===== src/rtl/sram_arbiter.sv =====
// rtl/sram_arbiter.sv - two-port arbiter in front of an asynchronous 8-bit SRAM
//
// Purpose:
//   Port A (core) and port B (loader/DMA) share one SRAM. Arbitration happens in
//   IDLE only. A granted transfer spends WAIT cycles in ACCESS and one cycle in
//   DONE, where the granted port's ack pulses. Every SRAM-facing output and
//   every port output is a flop.
//
// Optional feature:
//   SRAM_ARB_STARVE_EN - when defined, B wins a tie after A has been granted
//   STARVE_MAX times while b_req was high. When undefined, A has strict
//   priority and no starvation counter exists.
//
// Parameters:
//   WAIT        SRAM access cycles per transfer (1..15)
//   STARVE_MAX  tie losses before B wins a tie (1..255)
//
// Ports:
//   clk_sys, reset_n                    clock, synchronous active-low reset
//   a_req/a_we/a_addr/a_wdata           port A request, direction, address, write data
//   a_rdata/a_ack                       port A read data, one-cycle completion pulse
//   b_req/b_we/b_addr/b_wdata           port B request, direction, address, write data
//   b_rdata/b_ack                       port B read data, one-cycle completion pulse
//   sram_a, sram_dq_o, sram_dq_oe       SRAM address, write data, pad drive enable
//   sram_dq_i                           SRAM read data from the pad
//   sram_we_n, sram_oe_n                SRAM write enable and output enable (active-low)
//   busy                                high whenever the FSM is not in IDLE
module sram_arbiter #(
  parameter int WAIT       = 2,
  parameter int STARVE_MAX = 8
) (
  input  logic        clk_sys,
  input  logic        reset_n,
  input  logic        a_req,
  input  logic        a_we,
  input  logic [20:0] a_addr,
  input  logic [7:0]  a_wdata,
  output logic [7:0]  a_rdata,
  output logic        a_ack,
  input  logic        b_req,
  input  logic        b_we,
  input  logic [20:0] b_addr,
  input  logic [7:0]  b_wdata,
  output logic [7:0]  b_rdata,
  output logic        b_ack,
  output logic [20:0] sram_a,
  output logic [7:0]  sram_dq_o,
  output logic        sram_dq_oe,
  input  logic [7:0]  sram_dq_i,
  output logic        sram_we_n,
  output logic        sram_oe_n,
  output logic        busy
);

  if (WAIT < 1 || WAIT > 15) begin : g_bad_wait
    $error("sram_arbiter: WAIT out of range 1..15");
  end
  if (STARVE_MAX < 1 || STARVE_MAX > 255) begin : g_bad_starve
    $error("sram_arbiter: STARVE_MAX out of range 1..255");
  end

  localparam logic [3:0] WAIT_CNT = 4'(WAIT);

  typedef enum logic [1:0] {IDLE, ACCESS, DONE} state_t;

  state_t      state_q, state_d;
  logic [3:0]  cnt_q, cnt_d;
  logic        gnt_b_q, gnt_b_d;
  logic        we_q, we_d;
  logic [20:0] sram_a_q, sram_a_d;
  logic [7:0]  sram_dq_o_q, sram_dq_o_d;
  logic        sram_dq_oe_q, sram_dq_oe_d;
  logic        sram_we_n_q, sram_we_n_d;
  logic        sram_oe_n_q, sram_oe_n_d;
  logic        a_ack_q, a_ack_d;
  logic        b_ack_q, b_ack_d;
  logic [7:0]  a_rdata_q, a_rdata_d;
  logic [7:0]  b_rdata_q, b_rdata_d;
  logic        busy_q, busy_d;

  // grant_b only matters in IDLE with at least one request pending.
  logic        grant_b;
  logic        sel_we;
  logic [20:0] sel_addr;
  logic [7:0]  sel_wdata;

`ifdef SRAM_ARB_STARVE_EN
  localparam logic [7:0] STARVE_LIM = 8'(STARVE_MAX);
  logic [7:0] starve_q, starve_d;

  assign grant_b = b_req & (~a_req | (starve_q == STARVE_LIM));

  // Counts A grants that B lost; saturates so B keeps winning ties once due.
  always_comb begin
    starve_d = starve_q;
    if (state_q == IDLE && (a_req || b_req)) begin
      if (grant_b) begin
        starve_d = 8'd0;
      end else if (b_req && starve_q != STARVE_LIM) begin
        starve_d = starve_q + 8'd1;
      end
    end
  end

  always_ff @(posedge clk_sys) begin
    if (!reset_n) begin
      starve_q <= 8'd0;
    end else begin
      starve_q <= starve_d;
    end
  end
`else
  assign grant_b = b_req & ~a_req;
`endif

  assign sel_we    = grant_b ? b_we    : a_we;
  assign sel_addr  = grant_b ? b_addr  : a_addr;
  assign sel_wdata = grant_b ? b_wdata : a_wdata;

  always_comb begin
    state_d      = state_q;
    cnt_d        = cnt_q;
    gnt_b_d      = gnt_b_q;
    we_d         = we_q;
    sram_a_d     = sram_a_q;
    sram_dq_o_d  = sram_dq_o_q;
    sram_dq_oe_d = sram_dq_oe_q;
    sram_we_n_d  = sram_we_n_q;
    sram_oe_n_d  = sram_oe_n_q;
    a_ack_d      = 1'b0;
    b_ack_d      = 1'b0;
    a_rdata_d    = a_rdata_q;
    b_rdata_d    = b_rdata_q;

    case (state_q)
      IDLE: begin
        if (a_req || b_req) begin
          // sram_a_q / sram_dq_o_q double as the latched address and write data,
          // so later changes on the port inputs cannot disturb the access.
          state_d      = ACCESS;
          cnt_d        = WAIT_CNT;
          gnt_b_d      = grant_b;
          we_d         = sel_we;
          sram_a_d     = sel_addr;
          sram_we_n_d  = ~sel_we;
          sram_oe_n_d  = sel_we;
          sram_dq_oe_d = sel_we;
          if (sel_we) begin
            sram_dq_o_d = sel_wdata;
          end
        end
      end
      ACCESS: begin
        cnt_d = cnt_q - 4'd1;
        if (cnt_q == 4'd1) begin
          // Strobes rise entering DONE; a write keeps driving data one more cycle.
          state_d     = DONE;
          sram_we_n_d = 1'b1;
          sram_oe_n_d = 1'b1;
          if (gnt_b_q) begin
            b_ack_d = 1'b1;
          end else begin
            a_ack_d = 1'b1;
          end
          if (!we_q) begin
            if (gnt_b_q) begin
              b_rdata_d = sram_dq_i;
            end else begin
              a_rdata_d = sram_dq_i;
            end
          end
        end
      end
      DONE: begin
        state_d      = IDLE;
        sram_dq_oe_d = 1'b0;
      end
      default: begin
        state_d      = IDLE;
        sram_we_n_d  = 1'b1;
        sram_oe_n_d  = 1'b1;
        sram_dq_oe_d = 1'b0;
      end
    endcase

    busy_d = (state_d != IDLE);
  end

  always_ff @(posedge clk_sys) begin
    if (!reset_n) begin
      state_q      <= IDLE;
      cnt_q        <= 4'd0;
      gnt_b_q      <= 1'b0;
      we_q         <= 1'b0;
      sram_a_q     <= 21'd0;
      sram_dq_o_q  <= 8'd0;
      sram_dq_oe_q <= 1'b0;
      sram_we_n_q  <= 1'b1;
      sram_oe_n_q  <= 1'b1;
      a_ack_q      <= 1'b0;
      b_ack_q      <= 1'b0;
      a_rdata_q    <= 8'd0;
      b_rdata_q    <= 8'd0;
      busy_q       <= 1'b0;
    end else begin
      state_q      <= state_d;
      cnt_q        <= cnt_d;
      gnt_b_q      <= gnt_b_d;
      we_q         <= we_d;
      sram_a_q     <= sram_a_d;
      sram_dq_o_q  <= sram_dq_o_d;
      sram_dq_oe_q <= sram_dq_oe_d;
      sram_we_n_q  <= sram_we_n_d;
      sram_oe_n_q  <= sram_oe_n_d;
      a_ack_q      <= a_ack_d;
      b_ack_q      <= b_ack_d;
      a_rdata_q    <= a_rdata_d;
      b_rdata_q    <= b_rdata_d;
      busy_q       <= busy_d;
    end
  end

  assign sram_a     = sram_a_q;
  assign sram_dq_o  = sram_dq_o_q;
  assign sram_dq_oe = sram_dq_oe_q;
  assign sram_we_n  = sram_we_n_q;
  assign sram_oe_n  = sram_oe_n_q;
  assign a_ack      = a_ack_q;
  assign b_ack      = b_ack_q;
  assign a_rdata    = a_rdata_q;
  assign b_rdata    = b_rdata_q;
  assign busy       = busy_q;

endmodule


===== config.mk =====
export PLATFORM = sky130hd
export DESIGN_NAME = sram_arbiter
export DESIGN_NICKNAME = d
export VERILOG_FILES = /design/src/rtl/sram_arbiter.sv
export SDC_FILE = /design/constraint.sdc
export NUM_CORES = 1
export LEC_CHECK = 0
export CORE_ASPECT_RATIO = 1.2
export CORE_MARGIN = 2
export CORE_UTILIZATION = 34
export DETAILED_ROUTE_END_ITERATION = 6
export PLACE_DENSITY_LB_ADDON = 0.25
export SYNTH_ARGS = -nofsm -noshare
export SYNTH_HDL_FRONTEND = slang
export SYNTH_SLANG_ARGS = --single-unit

===== constraint.sdc =====
create_clock -name clk_sys -period 2.6 [get_ports clk_sys]
set_input_delay 0.78 -clock clk_sys [delete_from_list [all_inputs] [get_ports clk_sys]]
set_output_delay 0.78 -clock clk_sys [all_outputs]
set_load 0.01 [all_outputs]

After elaboration in Yosys (flattened, before gate mapping)
Index checks and enable logic that the tools add are counted.

Add/sub/neg operators: 1. Equality and inequality tests: 5. Bitwise gates (word level): 7. Reduce and logical (&&, ||, !) cells: 12. Mux-type cells: 16.

Operators by type and width (number): two-way mux 21 bit (1); AND reduction 3 bit (3); two-way mux 8 bit (1); case mux 4 bit (2 select lines) (1); AND reduction 4 bit (2); two-way mux 1 bit (6); NOT 1 bit (6); case mux 1 bit (3 select lines) (2); AND reduction 2 bit (3); equality test 4 x 1 -> 1 bit (second input constant) (1); two-way mux 2 bit (2); two-way mux 4 bit (1); inequality test 2 bit (second input constant) (2); case mux 2 bit (2 select lines) (1); nonzero test 2 bit (2); subtractor 4 x 1 -> 4 bit (second input constant) (1); equality test 2 x 1 -> 1 bit (second input constant) (1); equality test 2 bit (second input constant) (1); logical NOT 2 bit (1); case mux 1 bit (2 select lines) (1); bitwise AND 1 bit (1); logical OR 1 bit (1).

Word-level logic and storage cells: 55. Output and inout port bits: 51. Register bits after elaboration: 59. Bits of input ports: 72.

Longest topological paths before layout
Gate-level depths: netlist of the first run.

Depth in word-level cells: 6. Mapped depth: 8. Gate-level depth less buffers: 6.

Least setup slack after synthesis of the first run
Ideal clock, no wire load.

Kind: input to register. Start point: input a_req. End point: register sram_a_q[11], in the netlist sram_a[11]. Stages: 5. Setup slack: 824 ps. Data arrival time: 1691 ps. Required time: 2514 ps. Cell sequence: nor2_1 > nor3_2 > clkbuf_1 > nor2_1 > a211oi_1.

Cells in the longest elaborated chain, start to end: 3. Elaborated cells between the ends (all ways): 5. Classes of those cells: 1 x mux; 2 x bitwise; 2 x reduce/logical.

RTL lines: start, declared (RTL line 34) `input logic a_req,`; NOT 1 bit (RTL line 113) `assign grant_b = b_req & ~a_req;`; bitwise AND 1 bit (RTL line 113); two-way mux 21 bit (RTL line 117) `assign sel_addr = grant_b ? b_addr : a_addr;`; end signal, assigned (RTL line 210) `sram_a_q <= sram_a_d;`; end, declared (RTL line 70) `logic [20:0] sram_a_q, sram_a_d;`.

Several ways; a longest one is shown, not always the timed one. A chain may end at the register's enable or synchronous reset.

Worst setup path in the final report of the first run
Start point: register sram_we_n_q, in the netlist sram_we_n. End point: output sram_we_n.

RTL lines: start, declared (RTL line 73) `logic sram_we_n_q, sram_we_n_d;`; start signal, assigned (RTL line 213) `sram_we_n_q <= sram_we_n_d;`; end, declared (RTL line 50) `output logic sram_we_n,`.

No word-level cell between the ends.

==> results.cfg, run 1 <==
[synthesis]
synth_most_common_cell = dfxtp_1
syn_area_mm2 = 0.002536
postSynth.asyncResetShare_pct = 0
synth_edf_count = 0
ys.flop_type = dfxtp_1
synth_xor_area_share_pct = 0
synth_fa_ha_area_share_pct = 0.9867
synthTopCellsByArea = dfxtp_1 (47%), mux2i_1 (15%), a211oi_1 (8.9%)
yosysSeqAreaShare_pct = 46.57
yosysWarnings = 0
synth-seq-cells = 59
synth_cell_types = 38
yosys-mux-area-fraction_pct = 15.00
synth_area_per_cell_um2 = 9.717
synth_top_area_share_pct = 46.57
synth-simple-area-share_pct = 16.67
synth_top_family_by_area = simple AND/OR/NAND/NOR gates
synth_nets = 335
synth_compound_area_share_pct = 15.49
yosys-top-cells-count = dfxtp_1 (59), nor2_1 (42), mux2i_1 (38), a211oi_1 (30), nand2_1 (17)
syn_inst = 261
synth.largest_area_cell = dfxtp_1

[setup_path]
crit_path_end = sram_we_n
crit_type = reg2out
r2r_end = a_rdata[1]
rrSetupSlack_ns = 0.74
crit_family = buffers and inverters
crit_arrival_ns = 1.25
path_cells = clkdlybuf4s50_1
cp.depth = 1
critPathLaunch = sram_we_n
slowest_stage = clkdlybuf4s50_1
crit_fanout = 3
critPathRequiredTime_ns = 1.82
max_stage_delay_ns = 0.57
ff2ff_path_depth = 6
cp-end-kind = output pin
reg2reg_from = cnt_q[1]
path_buf_inv = 1
start_kind = flip-flop

[placement]
gp_congestion = 0.8160
port_buffers = 122
placed_cell_area_mm2 = 0.003846
dp_hpwl_mm = 4.619
dp.cells = 460

[power_and_ir_drop]
leakage_nw = 1.667
power_w = 0.002212
irDropWorstVdd_uv = 257.2
power.density_mw_per_mm2 = 552.2

[die]
pin_count = 123
fp.coreArea_mm2 = 0.007232
die_y_um = 98.61
die-area_mm2 = 0.008169
row_count = 34
die_x_um = 82.84
start_util_pct = 35.07

[clocking]
clk_latency_ns = 0.33
cts_made_buffers = 9
postCtsHoldBufs = 0
cts_buffer_depth = 2
cts.sinks = 59
cts_tree = yes
ctsRootBufferMaster = clkbuf_8
path_clk_slew_ns = 0.06
cts_max_level = 3
post_cts_buffers = 0
cts_resized = 0

[route]
drt_iter0_drc = 89
dr.pass1.iters = 4
avgRoutedWirePerCell_um = 12.72
drt_wl_total_mm = 6.044
vias_per_cell = 4.802
vias = 2281
drcViolationCount = 0
ant_nets = 0

[timing]
fin_crit_sh_pct = 78.04
max-slew-margin-rel_pct = 64.90
setup_tns_ns = 0
final.min_clock_period_ns = 2.029
hold_viol = 0
fmax_ghz = 0.4929
grt_setup_unrepaired = false
clock_skew_ns = 0.005829
tightest_slew_ns = 0.5250
finalSetupViolCount = 0
report.final.slew_viol_count = 0

[global_routing]
grt_pass1_wl_mm = 10.27
antenna_found_initial = 0
grt_pass1_vias = 2265
grt_use_met3_pct = 6.198
met2_usage_pct = 25.68
busiest_layer = met2
met1_usage_pct = 17.60
grt_overflow_total = 0
grt_max_degree = 43
track_usage_pct = 15.55

[finish]
final_cells = 475
multiInputGateArea_mm2 = 0.001230
area_growth_pct = 57.97
layout-drive-gt1-share_pct = 9.610
seq_area_mm2 = 0.001181
fillCellCount = 699
n_antenna_cell = 0
finalInstanceArea_mm2 = 0.004006
post-route-util_pct = 55.40
num-nets-final = 455

[flow_run]
drv_cap = 0

[run_status]
outcome = complete, no violations

[worst_hold_path]
hold_class = reg2reg
how the worst min path moves through the flow:
stage                     startpoint          to  slack [ns]  cells past startpoint
after global placement    b_rdata[3]  b_rdata[3]        0.45                      2
after floorplan              gnt_b_q       a_ack        0.44                      1
after global routing      a_rdata[7]  a_rdata[7]        0.48                      2
final                     b_rdata[1]  b_rdata[1]        0.46                      2
after detailed placement  b_rdata[1]  b_rdata[1]        0.45                      2
after CTS                 b_rdata[1]  b_rdata[1]        0.46                      2
registers in the layout (all words and copies together), names as in the netlist:
name        cells
gnt_b_q         1
b_rdata         8
cnt_q           4
sram_dq_o       8
state_q         2
a_rdata         8
sram_we_n       1
sram_oe_n       1
busy            1
sram_dq_oe      1
sram_a         21
we_q            1
a_ack           1
b_ack           1
cell type report:
class	count	share of cell area (%)
clock buffer	12	3.623
sequential	59	29.48
tap	90	2.811
timing repair buffer	129	32.73
clock inverter	3	0.3748
inverter	3	0.2811
multi-input combinational	179	30.70
worst reg2reg max path, stage by stage (launching register included):
cell,delay (ns)
dfxtp_1,0.33
inv_1,0.08
ha_1,0.14
nor3b_2,0.33
or4b_4,0.66
nand3_1,0.16
o21ai_2,0.06
layer usage:
metal / wire length [um] / vias up / part of all wire (%)
li1: - / 1172 / -
met5: 0 / - / 0
met3: 487 / 10 / 8.1
met1: 2540 / 1013 / 42
met2: 2885 / 86 / 48
met4: 131 / 0 / 2.2
power breakdown:
part	leakage (nW)	switching [W]	internal, W
registers	0.485	0.0000458	0.000976
clock network	0.0860	0.000326	0.000362
logic	1.10	0.000209	0.000295
total	1.67	0.000580	0.00163
through the flow:
stage / worst slack, ns / hold slack [ns]
2_1_floorplan: 0.8235 / 0.4401
3_3_place_gp: 0.3679 / 0.4475
3_5_place_dp: 0.2766 / 0.4537
4_1_cts: 0.5490 / 0.4623
5_1_grt: 0.4413 / 0.4850
6_report: 0.5711 / 0.4598
cells by family after synthesis:
logic type,Yosys count
AND/OR/NAND/NOR,87
flip-flops,59
multiplexers,38
adder cells (fa/ha/maj),2
AO/OA/AOI/OAI,52
buffers and inverters,23
cells in the final DEF (no fill, tap or decap), types with 4 or more instances in the layout:
cell type        count
nand3_1              8
mux2i_1             38
o21a_1               4
o21ai_2              8
dfxtp_1             59
a211oi_1            30
clkdlybuf4s50_1    122
nor2_1              42
buf_4                4
a21oi_1              4
clkbuf_8            10
nand2_1             17
No activity file was read; power rests on OpenSTA's default activity.
==> run 2, diff against run 1 <==
- clock period: 2.6 -> 2.05 ns (I/O delays scaled with it)
==> results.cfg, run 2 (same netlist as run 1, synthesis figures left out) <==
[run_status]
outcome = complete, no violations

[die]
die_x_um = 82.84
row_count = 34
fp.coreArea_mm2 = 0.007232
die_y_um = 98.61
die-area_mm2 = 0.008169
pin_count = 123
start_util_pct = 35.07

[clocking]
postCtsHoldBufs = 0
ctsRootBufferMaster = clkbuf_8
cts_tree = yes
clk_latency_ns = 0.33
cts_resized = 0
path_clk_slew_ns = 0.06
cts_made_buffers = 9
cts_buffer_depth = 2
post_cts_buffers = 0
cts.sinks = 59
cts_max_level = 3

[placement]
dp.cells = 470
dp_hpwl_mm = 4.802
gp_congestion = 0.7887
port_buffers = 122

[power_and_ir_drop]
leakage_nw = 1.734
power.switching_w = 0.0007447
p_sw_share_pct = 25.94
irDropWorstVdd_uv = 404.2
clkPwrFrac_pct = 31.3
p_int_w = 0.002126
sequentialPowerShare_pct = 44.9
combPwrFrac_pct = 23.8
power.density_mw_per_mm2 = 695.9

[timing]
fmax_ghz = 0.5358
final.min_clock_period_ns = 1.866
max-slew-margin-rel_pct = 78.81
clock_skew_ns = 0.006680
grt_setup_unrepaired = false
fin_crit_sh_pct = 91.05
report.final.slew_viol_count = 0
finalSetupViolCount = 0
hold_viol = 0
worst_hold_slack_ns = 0.4580
setup_tns_ns = 0
tightest_slew_ns = 0.3150

[finish]
largest_register_ffs = 21
area_growth_pct = 62.65
final_cell_mix = clkdlybuf4s50_1 (122), dfxtp_1 (59), nor2_1 (42)
layout-drive-gt1-share_pct = 12.18
num-nets-final = 465
final_common_cell = clkdlybuf4s50_1
n_antenna_cell = 0
final_cells = 484

[setup_path]
rrSetupSlack_ns = 0.36
crit_type = reg2out
max_stage_delay_ns = 0.57
crit_family = buffers and inverters
crit_arrival_ns = 1.25
start_kind = flip-flop
crit_fanout = 3
slowest_stage = clkdlybuf4s50_1
path_buf_inv = 1
cp-end-kind = output pin
critPathRequiredTime_ns = 1.43
path_cells = clkdlybuf4s50_1

[route]
vias_per_cell = 4.750
avgRoutedWirePerCell_um = 12.76
vias = 2299
drt_iter0_drc = 59
ant_nets = 0
dr.pass1.iters = 4
drt_wl_total_mm = 6.174
drcViolationCount = 0

[global_routing]
grt_overflow_total = 0
grt_max_degree = 25
grt_pass1_vias = 2265
antenna_found_initial = 0
grt_pass1_wl_mm = 10.39
track_usage_pct = 15.69

[flow_run]
drv_cap = 0

[worst_hold_path]
hold_class = reg2reg
## run 2: path summary, 6_finish.rpt
kind,from,endpoint,depth (start not counted)
min reg2reg,b_rdata[1],b_rdata[1],2
min,b_rdata[1],b_rdata[1],2
max,sram_we_n,sram_we_n,1
max reg2reg,cnt_q[0],a_rdata[2],5
## run 2: layer usage
layer  vias up  routed length [um]  global-route usage, %
met5         -                   0                      0
met4         0                 128                  7.566
met3        10                 514                  5.946
met2        83                3044                  26.86
met1      1019                2487                  17.07
li1       1187                   -                      -
## run 2: cell type report
type | instances | area, um2
well taps | 90 | 112.6
clock buffers | 11 | 151.4
inverters | 3 | 11.26
fillers | 669 | 3107
flip-flops and latches | 59 | 1181
repair buffers | 139 | 1424
clock inverters | 3 | 15.01
multi-input cells | 179 | 1230
## run 2: per-stage QoR
stage | total power [W] | worst slack (ns) | utilization [%] | area [um2]
after floorplan | 0.001612 | 0.3157 | - | 2536
after global placement | 0.001992 | 0.02485 | 54.74 | 3959
after detailed placement | 0.002004 | -0.01013 | 54.74 | 3959
after CTS | 0.002921 | 0.1639 | 57.04 | 4125
after global routing | 0.003032 | 0.1377 | 57.04 | 4125
final | 0.002871 | 0.1835 | 57.04 | 4125
## run 2: power by group through the flow
stage | Sequential, W | Combinational (W) | Clock [W]
3_5_place_dp | 0.00131 | 0.000690 | 0
6_report | 0.00129 | 0.000682 | 0.000898
2_1_floorplan | 0.00134 | 0.000271 | 0
3_3_place_gp | 0.00131 | 0.000680 | 0
4_1_cts | 0.00129 | 0.000694 | 0.000936
5_1_grt | 0.00130 | 0.000746 | 0.000985
